===== src/rtl/cpu5_pkg.sv =====
// Shared types and default widths for the 5-bit CPU: sequencer state, flag bundle and
// the instruction-field layout {opcode, operand}.
package cpu5_pkg;

    localparam int DEF_OPC_W   = 4;
    localparam int DEF_OPR_W   = 5;
    localparam int DEF_PC_W    = 5;
    localparam int DEF_RST_PC  = 0;
    localparam int DEF_INSTR_W = DEF_OPC_W + DEF_OPR_W;

    // Field positions within an instruction word at the default widths.
    localparam int DEF_OPR_LSB = 0;
    localparam int DEF_OPC_LSB = DEF_OPR_W;

    typedef enum logic [1:0] {
        S_IDLE,
        S_FETCH,
        S_EXEC
    } state_t;

    typedef struct packed {
        logic zf;
        logic sf;
        logic cf;
    } flags_t;

endpackage


===== src/rtl/cpu5_flag_reg.sv =====
// Three-bit ZF/SF/CF register with write enable and asynchronous active-low reset.
module cpu5_flag_reg
    import cpu5_pkg::*;
(
    input  logic   clk,
    input  logic   rst_n,
    input  logic   we,
    input  flags_t d,
    output flags_t q
);

    // NOTE: sequential state uses non-blocking assignment so every flop samples pre-edge values.
    always_ff @(posedge clk or negedge rst_n) begin
        if (!rst_n) begin
            q <= '0;
        end else if (we) begin
            q <= d;
        end
    end

endmodule


===== src/rtl/fetch_sequencer.sv =====
// Fetch/execute sequencer of the 5-bit CPU: owns PC, IR and flags, fetches over req/ack.
// Optional single-step input is enabled with the SINGLE_STEP_EN macro.
module fetch_sequencer
    import cpu5_pkg::*;
#(
    parameter int             OPC_W  = DEF_OPC_W,
    parameter int             OPR_W  = DEF_OPR_W,
    parameter int             PC_W   = DEF_PC_W,
    parameter logic [PC_W-1:0] RST_PC = PC_W'(DEF_RST_PC)
) (
    input  logic                   clk,
    input  logic                   rst_n,
    input  logic                   run,
`ifdef SINGLE_STEP_EN
    input  logic                   step,
`endif
    output logic                   imem_req,
    output logic [PC_W-1:0]        imem_addr,
    input  logic                   imem_ack,
    input  logic [OPC_W+OPR_W-1:0] imem_rdata,
    output logic [OPC_W-1:0]       opcode,
    output logic [OPR_W-1:0]       operand,
    output logic                   ir_valid,
    output logic                   zf_q,
    output logic                   sf_q,
    output logic                   cf_q,
    input  logic                   alu_zf,
    input  logic                   alu_sf,
    input  logic                   alu_cf,
    input  logic                   flag_we,
    input  logic                   jmp_sel,
    output logic [PC_W-1:0]        pc
);

    localparam int INSTR_W = OPC_W + OPR_W;

    state_t              state_q, state_d;
    logic [PC_W-1:0]     pc_q;
    logic [INSTR_W-1:0]  ir_q;
    logic                req_q;
    logic                valid_q;
    logic                start;
    logic [PC_W-1:0]     jmp_target;
    flags_t              alu_flags;
    flags_t              flags_q;

`ifdef SINGLE_STEP_EN
    // A step pulse launches one instruction; the EXEC exit still consults run.
    assign start = run | step;
`else
    assign start = run;
`endif

    assign jmp_target = PC_W'(ir_q[OPR_W-1:0]);
    assign alu_flags  = {alu_zf, alu_sf, alu_cf};

    // NOTE: defaults are assigned first so no path through this block infers a latch.
    always_comb begin
        state_d = state_q;
        unique case (state_q)
            S_IDLE:  if (start) state_d = S_FETCH;
            S_FETCH: if (imem_ack) state_d = S_EXEC;
            S_EXEC:  state_d = run ? S_FETCH : S_IDLE;
            default: state_d = S_IDLE;
        endcase
    end

    // req/valid are registered from the next state so they line up with the state register;
    // the async reset drops an in-flight request immediately.
    always_ff @(posedge clk or negedge rst_n) begin
        if (!rst_n) begin
            state_q <= S_IDLE;
            pc_q    <= RST_PC;
            ir_q    <= '0;
            req_q   <= 1'b0;
            valid_q <= 1'b0;
        end else begin
            state_q <= state_d;
            req_q   <= (state_d == S_FETCH);
            valid_q <= (state_d == S_EXEC);
            if (state_q == S_FETCH && imem_ack) begin
                ir_q <= imem_rdata;
            end
            if (state_q == S_EXEC) begin
                pc_q <= jmp_sel ? jmp_target : pc_q + PC_W'(1);
            end
        end
    end

    // Flags written at the close of EXEC, so a jump always sees an earlier instruction's flags.
    cpu5_flag_reg u_flag_reg (
        .clk   (clk),
        .rst_n (rst_n),
        .we    (flag_we && (state_q == S_EXEC)),
        .d     (alu_flags),
        .q     (flags_q)
    );

    assign imem_req  = req_q;
    assign imem_addr = pc_q;
    assign pc        = pc_q;
    assign opcode    = ir_q[INSTR_W-1:OPR_W];
    assign operand   = ir_q[OPR_W-1:0];
    assign ir_valid  = valid_q;
    assign zf_q      = flags_q.zf;
    assign sf_q      = flags_q.sf;
    assign cf_q      = flags_q.cf;

endmodule

===== config.mk =====
export PLATFORM = sky130hd
export DESIGN_NAME = fetch_sequencer
export DESIGN_NICKNAME = d
export VERILOG_FILES = /design/src/rtl/cpu5_pkg.sv /design/src/rtl/cpu5_flag_reg.sv /design/src/rtl/fetch_sequencer.sv
export SDC_FILE = /design/constraint.sdc
export NUM_CORES = 1
export LEC_CHECK = 0
export ABC_CLOCK_PERIOD_IN_PS = 1400
export CORE_UTILIZATION = 40
export DETAILED_ROUTE_END_ITERATION = 16
export GPL_TIMING_DRIVEN = 0
export PLACE_DENSITY = 0.78
export REMOVE_ABC_BUFFERS = 1
export SYNTH_ARGS = -nofsm -noshare
export SYNTH_HDL_FRONTEND = slang
export SYNTH_SLANG_ARGS = --single-unit

===== constraint.sdc =====
create_clock -name clk -period 1.4 [get_ports clk]
set_input_delay 0.28 -clock clk [delete_from_list [all_inputs] [get_ports clk]]
set_output_delay 0.28 -clock clk [all_outputs]
set_load 0.01 [all_outputs]

==> summary.md, run 1 <==
| Metric | Value |
|---|---|
| Synth Area in Compound Gates | 6.73% |
| Drt pass-1 iters | 4 |
| Final hold viol count | 0 |
| Largest net degree at the start of global routing | 22 |
| Max_cap viols | 0 |
| Critical-path top delay cell | dfrtp_1 |
| Crit. End Element | register |
| Buf+Inv Stages, Crit Path | 0 |
| CTS H-tree depth | 1 |
| Top-area cell type share of the netlist area | 56.5% |
| Nets | 142 |
| Ys Warns | 0 |
| Post-Synth Adder-Cell Area | 1.35% |
| Seq cells post-synth | 21 |
| Drt wl/cell | 12.9 um |
| R2R depth | 3 |
| Final setup vio count | 0 |
| Top post-synthesis cells by count | dfrtp_1, mux2_2, buf_4 |
| Register area share after synthesis | 56.5% |
| Port bufs | 41 |
| Overall Power | 2.22 mW |
| First-pass GRT wire length | 3160 um |
| Largest cells by area after synthesis | dfrtp_1, mux2_2, buf_4, a21oi_1, mux2i_1 |
| Simple-gate portion of the synthesized area | 11.3% |
| Outcome | finished, final reports clean |
| Power Density | 1550 nW/um2 |
| 1st-iter DRT viols | 8 |
| Min cycle time layout | 1.34 ns |
| Avg Inst Size Synth | 12.7 um2 |
| Xor and xnor area share after synthesis | 0% |
| R2r startpoint | state_q[1] |
| CTS max path bufs | 2 |
| Ports | 42 |
| Grt ovf | 0 |
| Share of cells above drive strength 1 | 30.3% |
| Post-synth ARST share | 100% |
| Row cnt | 17 |
| Tcrit/Tclk final | 95.7% |
| Cells after Synth | 73 |
| Initial antenna violation count | 0 |
| Clk sink count | 21 |
| Area Growth Syn to Fin | 53.8% |
| Number of flops mapped to enable cells by yosys | 0 |
| Reg area | 529 um2 |
| Core ar. | 2190 um2 |
| CTS tree | done |
| Filler cell count | 191 |
| Kind of cell adding the most delay to the critical path | flip-flops |
| Max Clock Skew | 0.00251 ns |
| Die ar. | 2520 um2 |
| # DRC | 0 |
| Final wirelength | 1940 um |
| Finished Core Util | 65.3% |
| Arrival @ worst endpoint | 1.53 ns |
| Placed Cells | 136 |
| Antenna fix cells | 0 |
| Via density | 4.97 |
| Hold buffers post-CTS | 0 |
| Post-synthesis cell area | 930 um2 |
| Routed vias | 746 |
| Reg clk slew, reported paths | 0.11 ns |
| Clk_lat worst skew | 0.30 ns |
| Most frequent cell after synthesis | dfrtp_1 |
| Top FF cell, synth | dfrtp_1 |
| F_max | 0.747 GHz |
| Post-synthesis mux area share | 19.1% |
| Max incr delay on CP | 0.48 ns |
| Max-slew headroom | 39.8% |
| Pin slew with the least headroom to its limit | 0.900 ns |
| Vias in the first global route | 782 |
| Initial Util | 42.4% |
| GP Congestion | 0.728 |
| Critical path required time | 1.59 ns |
| Slew Limit Fails | 0 |
| Pleak | 0.647 nW |
| Yosys cell types | 21 |
| Largest family of logic cells by synthesized area | multiplexers |
| CP Cell Sequence | and2b_2, nand2_1, mux2_2 |
| Multi-input gate area | 370 um2 |
| Kind of critical path | register to register |
| CP max FO | 6 |
| FF-to-FF setup slack | 0.06 ns |
| Finished Layout Cells | 150 |
| HP Class | primary input to async pin |
| Area leader, netlist | dfrtp_1 |
| Final ANT Viol Nets | 0 |
| Crit Reg-Reg Endpoint | u_flag_reg.q[1] |
| CTS root buf | clkbuf_4 |
| Total track usage | 17.0% |
| Peak VDD IR | 1.00 mV |
| Clock buffer count from CTS | 3 |
| Chip Height | 50.2 um |
| RSZ-0062 raised after global routing | false |
| Die Wd | 50.2 um |
| Worst Setup Start Kind | register |
-- cell type report --
cell class,count,share of cell area [%]
Sequential cell,21,37.0
Clock buffer,4,1.84
Inverter,1,0.262
Timing Repair Buffer,51,32.5
Tap cell,28,2.45
Multi-Input combinational cell,45,25.9
-- worst register-to-register path, delay by kind of cell (launching register included) --
kind          cells  cell delay [ns]
flops             1             0.48
mux               1             0.35
simple gates      2             0.41
-- cell families after synthesis --
group / after synthesis
flip-flops: 21
adder cells (fa/ha/maj): 1
multiplexers: 16
AND/OR/NAND/NOR: 17
buffers and inverters: 7
AO/OA/AOI/OAI: 11
-- routing by layer --
layer	track usage, %	part of all wire (%)	vias to the layer above
met5	0	0	-
met4	9.52	0.52	0
met3	2.73	6.3	2
met2	31.1	54	31
met1	18.3	39	356
li1	-	-	357
-- state kept, by name (all words and copies together), names as in the netlist --
name,flops
state_q,2
ir_valid,1
ir_q,9
imem_addr,5
imem_req,1
u_flag_reg.q,3
-- worst max-delay path by stage --
stage	start	end	slack (ns)	cells past startpoint
detailed placement	imem_ack	ir_q[6]	-0.26	4
global route	rst_n	imem_addr[0]	0.007	1
floorplan	imem_addr[0]	imem_addr[4]	0.04	4
global placement	imem_ack	ir_q[1]	-0.24	4
CTS	imem_addr[1]	imem_addr[1]	0.008	2
finish	state_q[1]	u_flag_reg.q[1]	0.06	3
-- timing repair --
| action | in CTS | in global routing |
|---|---|---|
| setup endpoints to repair | 24 | 12 |
| pin swaps | 0 | 1 |
| setup buffers | 9 | 1 |
| gates resized for setup | 28 | 4 |
-- metrics by stage --
step	worst slack [ns]	setup TNS [ns]	cell area (um2)	hold WS, ns
2_1_floorplan	0.0418	0	887	-0.0156
3_3_place_gp	-0.235	-3.13	1330	0.490
3_5_place_dp	-0.263	-3.95	1330	0.497
4_1_cts	0.00771	0	1400	0.515
5_1_grt	0.00706	0	1430	0.542
6_report	0.0607	0	1430	0.478
-- power by group --
group,leakage (nW),switching (mW),internal (mW),total [mW]
clock network,0.0150,0.171,0.111,0.282
logic,0.387,0.447,0.587,1.03
registers,0.246,0.111,0.796,0.907
total,0.647,0.730,1.49,2.22
-- layout by cell type (no fill, tap or decap), types with 2 or more instances in the layout --
| cell | n |
|---|---|
| dfrtp_1 | 18 |
| clkbuf_4 | 3 |
| a21oi_1 | 4 |
| dlygate4sd2_1 | 22 |
| nand2_1 | 3 |
| nor2_1 | 4 |
| o21ai_0 | 4 |
| nand3_1 | 4 |
| mux2_2 | 14 |
| clkdlybuf4s50_1 | 17 |
| buf_4 | 9 |
| mux2i_1 | 2 |
| dfrtp_2 | 3 |
No activity file was read; power rests on OpenSTA's default activity.
==> run 2, diff against run 1 <==
--- a/config.mk
+++ b/config.mk
@@ -8,7 +8,7 @@
 export ABC_CLOCK_PERIOD_IN_PS = 1400
 export CORE_UTILIZATION = 40
 export DETAILED_ROUTE_END_ITERATION = 16
-export GPL_TIMING_DRIVEN = 0
+export GPL_TIMING_DRIVEN = 1
 export PLACE_DENSITY = 0.78
 export REMOVE_ABC_BUFFERS = 1
 export SYNTH_ARGS = -nofsm -noshare
==> summary.md, run 2 (synthesis gave the netlist of run 1 again) <==
| Metric | Value |
|---|---|
| HP Class | primary input to async pin |
| Clock buffer count from CTS | 3 |
| DP HPWL | 1480 um |
| Commonest cells after routing, fill and taps aside | dlygate4sd2_1, dfrtp_1, clkdlybuf4s50_1, buf_4, mux2_2 |
| Pin slew with the least headroom to its limit | 0.265 ns |
| Kind of critical path | register to register |
| Crit Reg-Reg Endpoint | imem_addr[4] |
| Multi-input gate area | 384 um2 |
| Area Growth Syn to Fin | 63.5% |
| Filler cell count | 164 |
| Final setup vio count | 1 |
| F_max | 0.703 GHz |
| Placed Cells | 141 |
| Core ar. | 2190 um2 |
| Port bufs | 41 |
| Final ANT Viol Nets | 0 |
| GP Congestion | 0.804 |
| CP max FO | 3 |
| Tcrit/Tclk final | 102% |
| Kind of cell adding the most delay to the critical path | simple AND/OR/NAND/NOR gates |
| Drt wl/cell | 14.0 um |
| Row cnt | 17 |
| Pleak | 0.700 nW |
| Vias in the first global route | 774 |
| Via density | 4.94 |
| R2R depth | 6 |
| Outcome | complete, but fails checks |
| Final worst setup slack | -0.0229 ns |
| CTS tree | done |
| CTS max path bufs | 2 |
| Share of cells above drive strength 1 | 36.6% |
| Worst Setup Start Kind | register |
| R2r startpoint | imem_addr[1] |
| Clk sink count | 21 |
| Clk_lat worst skew | 0.31 ns |
| Antenna fix cells | 0 |
| Critical path required time | 1.66 ns |
| # DRC | 0 |
| Reg clk slew, reported paths | 0.12 ns |
| Final hold viol count | 0 |
| Chip Height | 50.2 um |
| Buf+Inv Stages, Crit Path | 2 |
| 1st-iter DRT viols | 7 |
| Peak VDD IR | 0.894 mV |
| Final wirelength | 2230 um |
| Power Density | 1580 nW/um2 |
| Routed vias | 785 |
| Max FFs per register | 9 |
| Nets | 151 |
| Initial antenna violation count | 0 |
| Drt pass-1 iters | 4 |
| Die Wd | 50.2 um |
| RSZ-0062 raised after global routing | true |
| Max Clock Skew | 0.00603 ns |
| Most common cell after layout, fill and taps aside | dlygate4sd2_1 |
| First-pass GRT wire length | 3490 um |
| Total track usage | 19.1% |
| Crit. End Element | register |
| Min cycle time layout | 1.42 ns |
| Violated checks | setup timing |
| Fin Hold WS | 0.305 ns |
| Arrival @ worst endpoint | 1.68 ns |
| Max_cap viols | 0 |
| CTS root buf | clkbuf_4 |
| Ports | 42 |
| Largest net degree at the start of global routing | 22 |
| Grt ovf | 0 |
| Max-slew headroom | 82.3% |
| Max incr delay on CP | 0.52 ns |
| Critical-path top delay cell | or4_4 |
| FF-to-FF setup slack | -0.02 ns |
| CTS H-tree depth | 1 |
| CP Cell Sequence | buf_6, buf_6, ha_4, nand3_2, or4_4, nand3_2 |
| Initial Util | 42.4% |
| Finished Layout Cells | 159 |
| Slew Limit Fails | 0 |
| Reg area | 527 um2 |
| Most flops, register | ir_q |
| Die ar. | 2520 um2 |
[run 2: cell count changes in the layout (fill, tap and decap cells not counted), sizes merged]
cell    delta
clkinv     +1
buf       +10
clkbuf     -2
[run 2: power by group]
part | internal [mW] | switching (mW) | leakage (nW)
Sequential | 0.791 | 0.104 | 0.248
Clock | 0.107 | 0.193 | 0.0177
Combinational | 0.696 | 0.508 | 0.435
Total | 1.59 | 0.804 | 0.700
[run 2: layout make-up]
type                    instances  area share, %
well taps                      28           2.30
multi-input cells              45           25.3
inverters                       1          0.247
clock inverters                 1          0.329
repair buffers                 60           35.7
flip-flops and latches         21           34.7
clock buffers                   3           1.48
[run 2: how the worst max path moves through the flow]
stage                             from            to  slack, ns  depth (start not counted)
after floorplan           imem_addr[0]  imem_addr[4]       0.04                          4
after global placement        imem_ack       ir_q[3]      -0.22                          4
after detailed placement      imem_ack       ir_q[2]      -0.27                          4
after CTS                 imem_addr[1]  imem_addr[4]      -0.05                          6
after global routing      imem_addr[1]  imem_addr[4]      -0.07                          6
final                     imem_addr[1]  imem_addr[4]      -0.02                          6
[run 2: layer usage]
layer | vias up | wire, um | global-route usage, %
met3 | 4 | 132 | 3.64
met2 | 31 | 1210 | 34.9
met1 | 379 | 853 | 21.1
met4 | 0 | 30 | 8.57
li1 | 371 | - | -
met5 | - | 0 | 0
[run 2: stage by stage]
stage          worst slack (ns)  utilization [%]  area, um2  total power, mW  setup TNS [ns]
3_3_place_gp             -0.217             62.5       1370             1.91           -1.97
6_report                -0.0229             69.4       1520             2.40         -0.0229
5_1_grt                 -0.0748             69.4       1520             2.55          -0.112
3_5_place_dp             -0.265             62.5       1370             1.95           -2.43
4_1_cts                 -0.0460             66.4       1450             2.26         -0.0695
2_1_floorplan            0.0418                -        887             1.33               0
[run 2: repair_timing]
action                                  CTS  global route
hold buffers                              0             0
endpoints found under the setup margin   24            10
pin swaps                                 0             5
resized for setup                        26             8
buffers inserted                         11             3
[run 2: worst reg2reg max path: stages, from the launching register on]
cell and delay (ns):
dfrtp_1 0.38, buf_6 0.11, buf_6 0.10, ha_4 0.14, nand3_2 0.07, or4_4 0.52, nand3_2 0.07
